File: src/rtl/uart_tx_sched.sv
// rtl/uart_tx_sched.sv - round-robin scheduler sharing one uart_tx between NREQ byte requesters
//
// Ports:
//   clk, rst_n      clock, asynchronous active-low reset
//   req, req_data   per-requester request level and byte (byte i in bits [8i+7:8i])
//   ack, err        one-cycle completion / watchdog-abort pulse to the owning requester
//   grant           one-hot current owner, 0 when idle
//   tx_send/tx_data launch pulse and byte towards uart_tx
//   tx_busy/tx_done status back from uart_tx
//
// Optional feature: define UART_TX_SCHED_TAG_EN to precede every payload with
// a tag byte {5'b10100, idx[2:0]}.
module uart_tx_sched #(
    parameter int NREQ    = 4,
    parameter int TIMEOUT = 1023
) (
    input  logic              clk,
    input  logic              rst_n,
    input  logic [NREQ-1:0]   req,
    input  logic [8*NREQ-1:0] req_data,
    output logic [NREQ-1:0]   ack,
    output logic [NREQ-1:0]   err,
    output logic [NREQ-1:0]   grant,
    output logic              tx_send,
    output logic [7:0]        tx_data,
    input  logic              tx_busy,
    input  logic              tx_done
);

    typedef enum logic [2:0] {
        IDLE          = 3'd0,
        LAUNCH        = 3'd1,
        WAIT_BUSY     = 3'd2,
        WAIT_DONE     = 3'd3,
        TAG_LAUNCH    = 3'd4,
        TAG_WAIT_BUSY = 3'd5,
        TAG_WAIT_DONE = 3'd6
    } state_t;

    state_t            state_q, state_d;
    logic [2:0]        ptr_q, ptr_d;
    logic [2:0]        idx_q, idx_d;
    logic [9:0]        wd_q, wd_d;
    logic [NREQ-1:0]   grant_q, grant_d;
    logic [NREQ-1:0]   ack_q, ack_d;
    logic [NREQ-1:0]   err_q, err_d;
    logic              tx_send_q, tx_send_d;
    logic [7:0]        tx_data_q, tx_data_d;
`ifdef UART_TX_SCHED_TAG_EN
    logic [7:0]        payload_q, payload_d;
`endif

    // Rotating search: first set request bit at or above ptr, wrapping.
    logic              found;
    logic [2:0]        sel_idx;
    logic [7:0]        sel_byte;
    logic [NREQ-1:0]   sel_onehot;
    logic [3:0]        cand;

    always_comb begin
        found      = 1'b0;
        sel_idx    = 3'd0;
        sel_byte   = 8'h00;
        sel_onehot = '0;
        cand       = 4'd0;
        for (int k = 0; k < NREQ; k++) begin
            cand = {1'b0, ptr_q} + 4'(k);
            if (cand >= 4'(NREQ)) begin
                cand = cand - 4'(NREQ);
            end
            for (int i = 0; i < NREQ; i++) begin
                if (!found && cand == 4'(i) && req[i]) begin
                    found   = 1'b1;
                    sel_idx = 3'(i);
                end
            end
        end
        for (int i = 0; i < NREQ; i++) begin
            if (sel_idx == 3'(i)) begin
                sel_byte = req_data[8*i +: 8];
            end
            sel_onehot[i] = found && (sel_idx == 3'(i));
        end
    end

    logic [2:0] ptr_next;
    logic       wd_expired;

    assign ptr_next   = (idx_q == 3'(NREQ-1)) ? 3'd0 : idx_q + 3'd1;
    assign wd_expired = (wd_q == 10'(TIMEOUT-1));

    always_comb begin
        state_d   = state_q;
        ptr_d     = ptr_q;
        idx_d     = idx_q;
        wd_d      = wd_q;
        grant_d   = grant_q;
        ack_d     = '0;
        err_d     = '0;
        tx_send_d = 1'b0;
        tx_data_d = tx_data_q;
`ifdef UART_TX_SCHED_TAG_EN
        payload_d = payload_q;
`endif
        case (state_q)
            IDLE: begin
                if (found) begin
                    grant_d   = sel_onehot;
                    idx_d     = sel_idx;
                    tx_send_d = 1'b1;
`ifdef UART_TX_SCHED_TAG_EN
                    tx_data_d = {5'b10100, sel_idx};
                    payload_d = sel_byte;
                    state_d   = TAG_LAUNCH;
`else
                    tx_data_d = sel_byte;
                    state_d   = LAUNCH;
`endif
                end
            end
            LAUNCH: begin
                wd_d    = 10'd0;
                state_d = WAIT_BUSY;
            end
            WAIT_BUSY, WAIT_DONE: begin
                // A done that beats busy is still a completed frame.
                if (tx_done) begin
                    ack_d   = grant_q;
                    grant_d = '0;
                    ptr_d   = ptr_next;
                    state_d = IDLE;
                end else if (wd_expired) begin
                    err_d   = grant_q;
                    grant_d = '0;
                    ptr_d   = ptr_next;
                    state_d = IDLE;
                end else begin
                    wd_d = wd_q + 10'd1;
                    if (state_q == WAIT_BUSY && tx_busy) begin
                        state_d = WAIT_DONE;
                    end
                end
            end
`ifdef UART_TX_SCHED_TAG_EN
            TAG_LAUNCH: begin
                wd_d    = 10'd0;
                state_d = TAG_WAIT_BUSY;
            end
            TAG_WAIT_BUSY, TAG_WAIT_DONE: begin
                if (tx_done) begin
                    tx_send_d = 1'b1;
                    tx_data_d = payload_q;
                    state_d   = LAUNCH;
                end else if (wd_expired) begin
                    err_d   = grant_q;
                    grant_d = '0;
                    ptr_d   = ptr_next;
                    state_d = IDLE;
                end else begin
                    wd_d = wd_q + 10'd1;
                    if (state_q == TAG_WAIT_BUSY && tx_busy) begin
                        state_d = TAG_WAIT_DONE;
                    end
                end
            end
`endif
            default: begin
                grant_d = '0;
                state_d = IDLE;
            end
        endcase
    end

    always_ff @(posedge clk or negedge rst_n) begin
        if (!rst_n) begin
            state_q   <= IDLE;
            ptr_q     <= 3'd0;
            idx_q     <= 3'd0;
            wd_q      <= 10'd0;
            grant_q   <= '0;
            ack_q     <= '0;
            err_q     <= '0;
            tx_send_q <= 1'b0;
            tx_data_q <= 8'h00;
`ifdef UART_TX_SCHED_TAG_EN
            payload_q <= 8'h00;
`endif
        end else begin
            state_q   <= state_d;
            ptr_q     <= ptr_d;
            idx_q     <= idx_d;
            wd_q      <= wd_d;
            grant_q   <= grant_d;
            ack_q     <= ack_d;
            err_q     <= err_d;
            tx_send_q <= tx_send_d;
            tx_data_q <= tx_data_d;
`ifdef UART_TX_SCHED_TAG_EN
            payload_q <= payload_d;
`endif
        end
    end

    assign ack     = ack_q;
    assign err     = err_q;
    assign grant   = grant_q;
    assign tx_send = tx_send_q;
    assign tx_data = tx_data_q;

endmodule
File: config.mk
export PLATFORM = sky130hd
export DESIGN_NAME = uart_tx_sched
export DESIGN_NICKNAME = d
export VERILOG_FILES = /design/src/rtl/uart_tx_sched.sv
export SDC_FILE = /design/constraint.sdc
export NUM_CORES = 1
export LEC_CHECK = 0
export CAP_MARGIN = 10
export CORE_MARGIN = 4
export CORE_UTILIZATION = 50
export DETAILED_ROUTE_END_ITERATION = 16
export PLACE_DENSITY = 0.8
export SLEW_MARGIN = 20
export SYNTH_ARGS = -nofsm -noshare
export SYNTH_HDL_FRONTEND = slang
export SYNTH_SLANG_ARGS = --single-unit
File: constraint.sdc
create_clock -name clk -period 5.7 [get_ports clk]
set_input_delay 0.57 -clock clk [delete_from_list [all_inputs] [get_ports clk]]
set_output_delay 0.57 -clock clk [all_outputs]
set_load 0.01 [all_outputs]
Yosys cells after proc, flatten, opt, wreduce, memory -nomap -nowiden
Cells that the tools add are included.
Storage, ports and cells
  input port bits: 40
  register bits after elaboration: 40
  output and inout port bits: 21
Operators by class
  $add $sub $neg: 9
  mux-type cells: 61
  equal/unequal tests: 25
  magnitude comparators: 4
  reductions and logical operators: 65
  bitwise gates (word level): 1
Operator list (count)
  2-to-1 mux 3 bit: 21
  2-to-1 mux 4 bit: 12
  logical AND 1 bit: 36
  equality test 4 x 2 -> 1 bit (second input constant): 8
  2-to-1 mux 8 bit: 4
  2-to-1 mux 10 bit: 2
  case mux 10 bit (2 select lines): 1
  2-to-1 mux 1 bit: 19
  equality test 4 x 1 -> 1 bit (second input constant): 4
  zero test 4 bit: 4
  equality test 3 x 2 -> 1 bit (second input constant): 5
  zero test 1 bit: 15
  >= comparator 4 x 3 -> 1 bit (second input constant): 3
  case mux 4 bit (3 select lines): 1
  subtractor 4 x 3 -> 4 bit (second input constant): 3
  adder 10 x 1 -> 10 bit (second input constant): 1
  equality test 10 bit (second input constant): 1
  case mux 3 bit (3 select lines): 1
  adder 3 x 2 -> 4 bit (second input constant): 2
  equality test 3 x 1 -> 1 bit (second input constant): 2
  zero test 3 bit: 2
  != test 2 bit (second input constant): 3
  AND reduction 2 bit: 3
  AND reduction 3 bit: 2
  other kinds (9): 10

Depth between registers and ports, before layout
  depth after elaboration: 70
  mapped depth: 12

Least setup slack after synthesis
OpenSTA, ideal clock, no wires.
  path kind: register to register
  start: reg ptr_q[0]
  end: reg tx_data_q[6] (netlist: tx_data[6])
  path buffers: 2
  setup time: 0.123 ns
  clock period less this slack: 2.360 ns
  path slack: 3.340 ns
  data required time: 5.577 ns
  arrival: 2.237 ns
  stages on the path, launching flop included: 12
  path through: dfrtp_1 -> buf_2 -> or2_4 -> inv_2 -> ha_1 -> nor3b_1 -> a22oi_1 -> nand2_1 -> o21ai_2 -> or3_1 -> buf_2 -> o221a_1
On the way
  longest elaborated chain between the ends: 70
  elaborated cells on any way between the ends: 117
  classes of those cells: add/sub (7); order compare (4); eq/ne (15); mux (39); reduce/logical (52)
Ends and longest elaborated chain
  start: declaration: line 41  | logic [2:0] ptr_q, ptr_d;
  start signal: assignment: line 190  | ptr_q <= ptr_d;
  subtractor 3 x 3 -> 4 bit or >= comparator 3 bit (tied branches): line 69, 68
  2-to-1 mux 4 bit: line 68  | if (cand >= 4'(NREQ)) begin
  zero test 4 bit: line 72  | if (!found && cand == 4'(i) && req[i]) begin
  logical AND 1 bit: line 72
  2-to-1 mux 1 bit: line 72
  zero test 1 bit: line 72
  logical AND 1 bit (2 in series): line 72
  2-to-1 mux 1 bit: line 72
  [... 48 more ...]
  zero test 1 bit: line 72
  logical AND 1 bit (2 in series): line 72
  2-to-1 mux 1 bit: line 72
  zero test 1 bit: line 72
  logical AND 1 bit (2 in series): line 72
  2-to-1 mux 3 bit: line 72
  zero test 3 bit: line 79  | if (sel_idx == 3'(i)) begin
  2-to-1 mux 8 bit (4 in series): line 79
  end signal: assignment: line 197  | tx_data_q <= tx_data_d;
  end: declaration: line 48  | logic [7:0] tx_data_q, tx_data_d;
Several ways; a longest one is shown, not always the timed one.
A chain may end at the register's enable or synchronous reset.

Worst setup path after layout
  start: reg ptr_q[1]
  end: reg tx_data_q[0] (netlist: tx_data[0])
The elaborated chain is that of the path after synthesis.

==> flow_metrics.tcl <==
set metrics [dict create \
    grt_pass1_vias 1716 \
    setup-tns-final_ps 0 \
    timing.final.crit_share_pct 50.0 \
    fin_worst_skew_ps 8.70 \
    setup_ws_ps 2850 \
    antenna_found_initial 0 \
    dp_hpwl_um 3590 \
    postLayoutCellArea_sq_um 2760 \
    die_w_um 71.6 \
    fin_nets 303 \
    min_path_type "flop to flop" \
    path_class "flop to flop" \
    netlist.area_leader.share_pct 45.7 \
    fp.dieArea_sq_um 5130 \
    leakage_nw 1.19 \
    cap_violations 0 \
    final-hold-violation-count 0 \
    powerDensity_nw_per_um2 413 \
    routed_wl_um 4690 \
    vias 1724 \
    port_buffers 60 \
    drv_slew 0 \
    cts_resized 0 \
    viasPerCell 5.62 \
    cts.clk_slew.worst_paths_ps 70 \
    ctsHtreeMaxLevel 2 \
    vdd.ir_drop.worst_mv 0.304 \
    critPathMaxFanout 11 \
    avgSynthCellArea_sq_um 10.4 \
    total_power_mw 1.14 \
    core_area_sq_um 3800 \
    critPathCaptureType "flop" \
    final_common_cell "clkdlybuf4s50_1" \
    track_usage_pct 19.7 \
    dr.pass1.iters 4 \
    drive_gt1_share_pct 10.0 \
    syn_inst 194 \
    worst_pin_slew_ps 643 \
    clk_path_buf_depth 2 \
    rsz0062_at_grt "false" \
    synth_edf_count 0 \
    routedWlPerCell_um 15.3 \
    yosysSeqAreaShare_pct 45.7 \
    ff2ff_setup_slack_ps 2850 \
    gp_congestion 0.860 \
    synth_flop_cell "dfrtp_1" \
    synth.area.top_cells "dfrtp_1 46%, ha_1 3.1%, inv_1 2.8%, mux2_2 2.8%, a22oi_1 2.2%" \
    slew_headroom_pct 57.0 \
    synthToLayoutAreaGrowth_pct 36.2 \
    setup-violations-final 0 \
    synth_cell_types 59 \
    start_util_pct 53.3 \
    period_needed_ps 2850 \
    worstPathRequired_ps 5860 \
    crit_arrival_ps 3010 \
    synth-warning-count 0 \
    drc_errors 0 \
    post_cts_buffers 0 \
    synth.largest_area_cell "dfrtp_1" \
    syn_area_sq_um 2020 \
    clockRootBuffer "clkbuf_8" \
    grt_first_pass_wirelength_um 7800 \
    die_h_um 71.6 \
    synth-seq-cells 37 \
    grt-ovfl-total 0 \
    grt_max_degree 38 \
    placed_area_sq_um 2660 \
    status "complete, no violations" \
    start_kind "flop" \
    final_cell_mix "60 x clkdlybuf4s50_1, 37 x dfrtp_1, 15 x inv_1" \
    clk_latency_ps 300 \
    cts_buffers 5 \
    synthArstFlopShare_pct 100 \
    antenna_left 0 \
    fmax_mhz 351 \
    numClockSinks 37 \
    cts_tree "done" \
    place_worst_setup_slack_ps 2570 \
    drtIter0Drc 90 \
    io_pins 61 \
    n_antenna_cell 0 \
    fp-row-count 22 \
    postCtsHoldBufs 0 \
]
critical path: stages (launching register included):
cell,delay [ps]
dfrtp_1,540
or2_4,210
inv_2,50
ha_1,240
nor3b_1,330
nand3_1,110
o21ai_1,330
mux2_2,410
a311oi_1,360
o22ai_1,130
routing by layer:
metal	vias to the layer above	GRT usage (%)	part of all wire, %
li1	844	-	-
met1	816	24.1	41
met2	58	31.6	49
met3	6	7.99	8.9
met4	0	6.26	1.3
met5	-	0	0
per-stage QoR:
| step | hold slack (ps) | util, % | cells |
|---|---|---|---|
| after CTS | 502 | 72.6 | 307 |
| final | 501 | 72.6 | 307 |
| after global routing | 523 | 72.6 | 307 |
| after floorplan | 274 | - | 195 |
| after detailed placement | 487 | 70.0 | 299 |
| after global placement | 482 | 70.0 | 299 |
final cells by class:
type / instances / area [sq um]
clock buffers: 6 / 82.6
multi-input cells: 136 / 1000
well taps: 48 / 60.1
clock inverters: 2 / 13.8
repair buffers: 61 / 608
inverters: 17 / 66.3
fillers: 293 / 1040
flip-flops and latches: 37 / 926
sequential cells by signal, summed over array words and instances, names as in the netlist:
name,flops
wd_q,10
grant,4
ack,4
idx_q,2
err,4
tx_data,8
tx_send,1
ptr_q,2
state_q,2
synth_stat cells, drive strengths merged (2+ instances only):
library cell	count
nand2b	6
inv	17
and2	4
a21oi	4
xor2	5
nor2b	2
or3	4
nor3	2
and3	5
ha	5
o22ai	2
nand2	9
mux2	6
a22oi	7
o21a	2
nand3	5
o31ai	2
dfrtp	37
mux2i	4
a2bb2oi	3
o221ai	4
or4b	2
buf	5
nand4	6
o221a	3
o21ai	11
nor2	12
worst paths after layout:
check	startpoint	to	cells after the start
max in group asynchronous	rst_n	state_q[0]	2
worst max-delay path	ptr_q[1]	tx_data[0]	9
worst max register to register	ptr_q[1]	tx_data[0]	9
worst min register to register	idx_q[0]	ptr_q[0]	1
min in group asynchronous	rst_n	err[3]	2
worst min-delay path	idx_q[0]	ptr_q[0]	1
where the power goes:
group | internal, mW | leakage (nW) | switching (mW)
sequential | 0.339 | 0.480 | 0.0724
combinational | 0.270 | 0.660 | 0.264
clock | 0.0979 | 0.0512 | 0.0961
kinds of logic after synthesis:
group,after synthesis,synth area share (%)
other,1,0.185
adders and majority gates,6,3.58
AOI/OAI and AO/OA,48,19.0
DFF,37,45.7
and+or+nand+nor,65,18.9
xor gates and xnor gates,5,2.16
buffers and inverters,22,5.07
muxes,10,5.32
(Power assumes the default switching activity.)
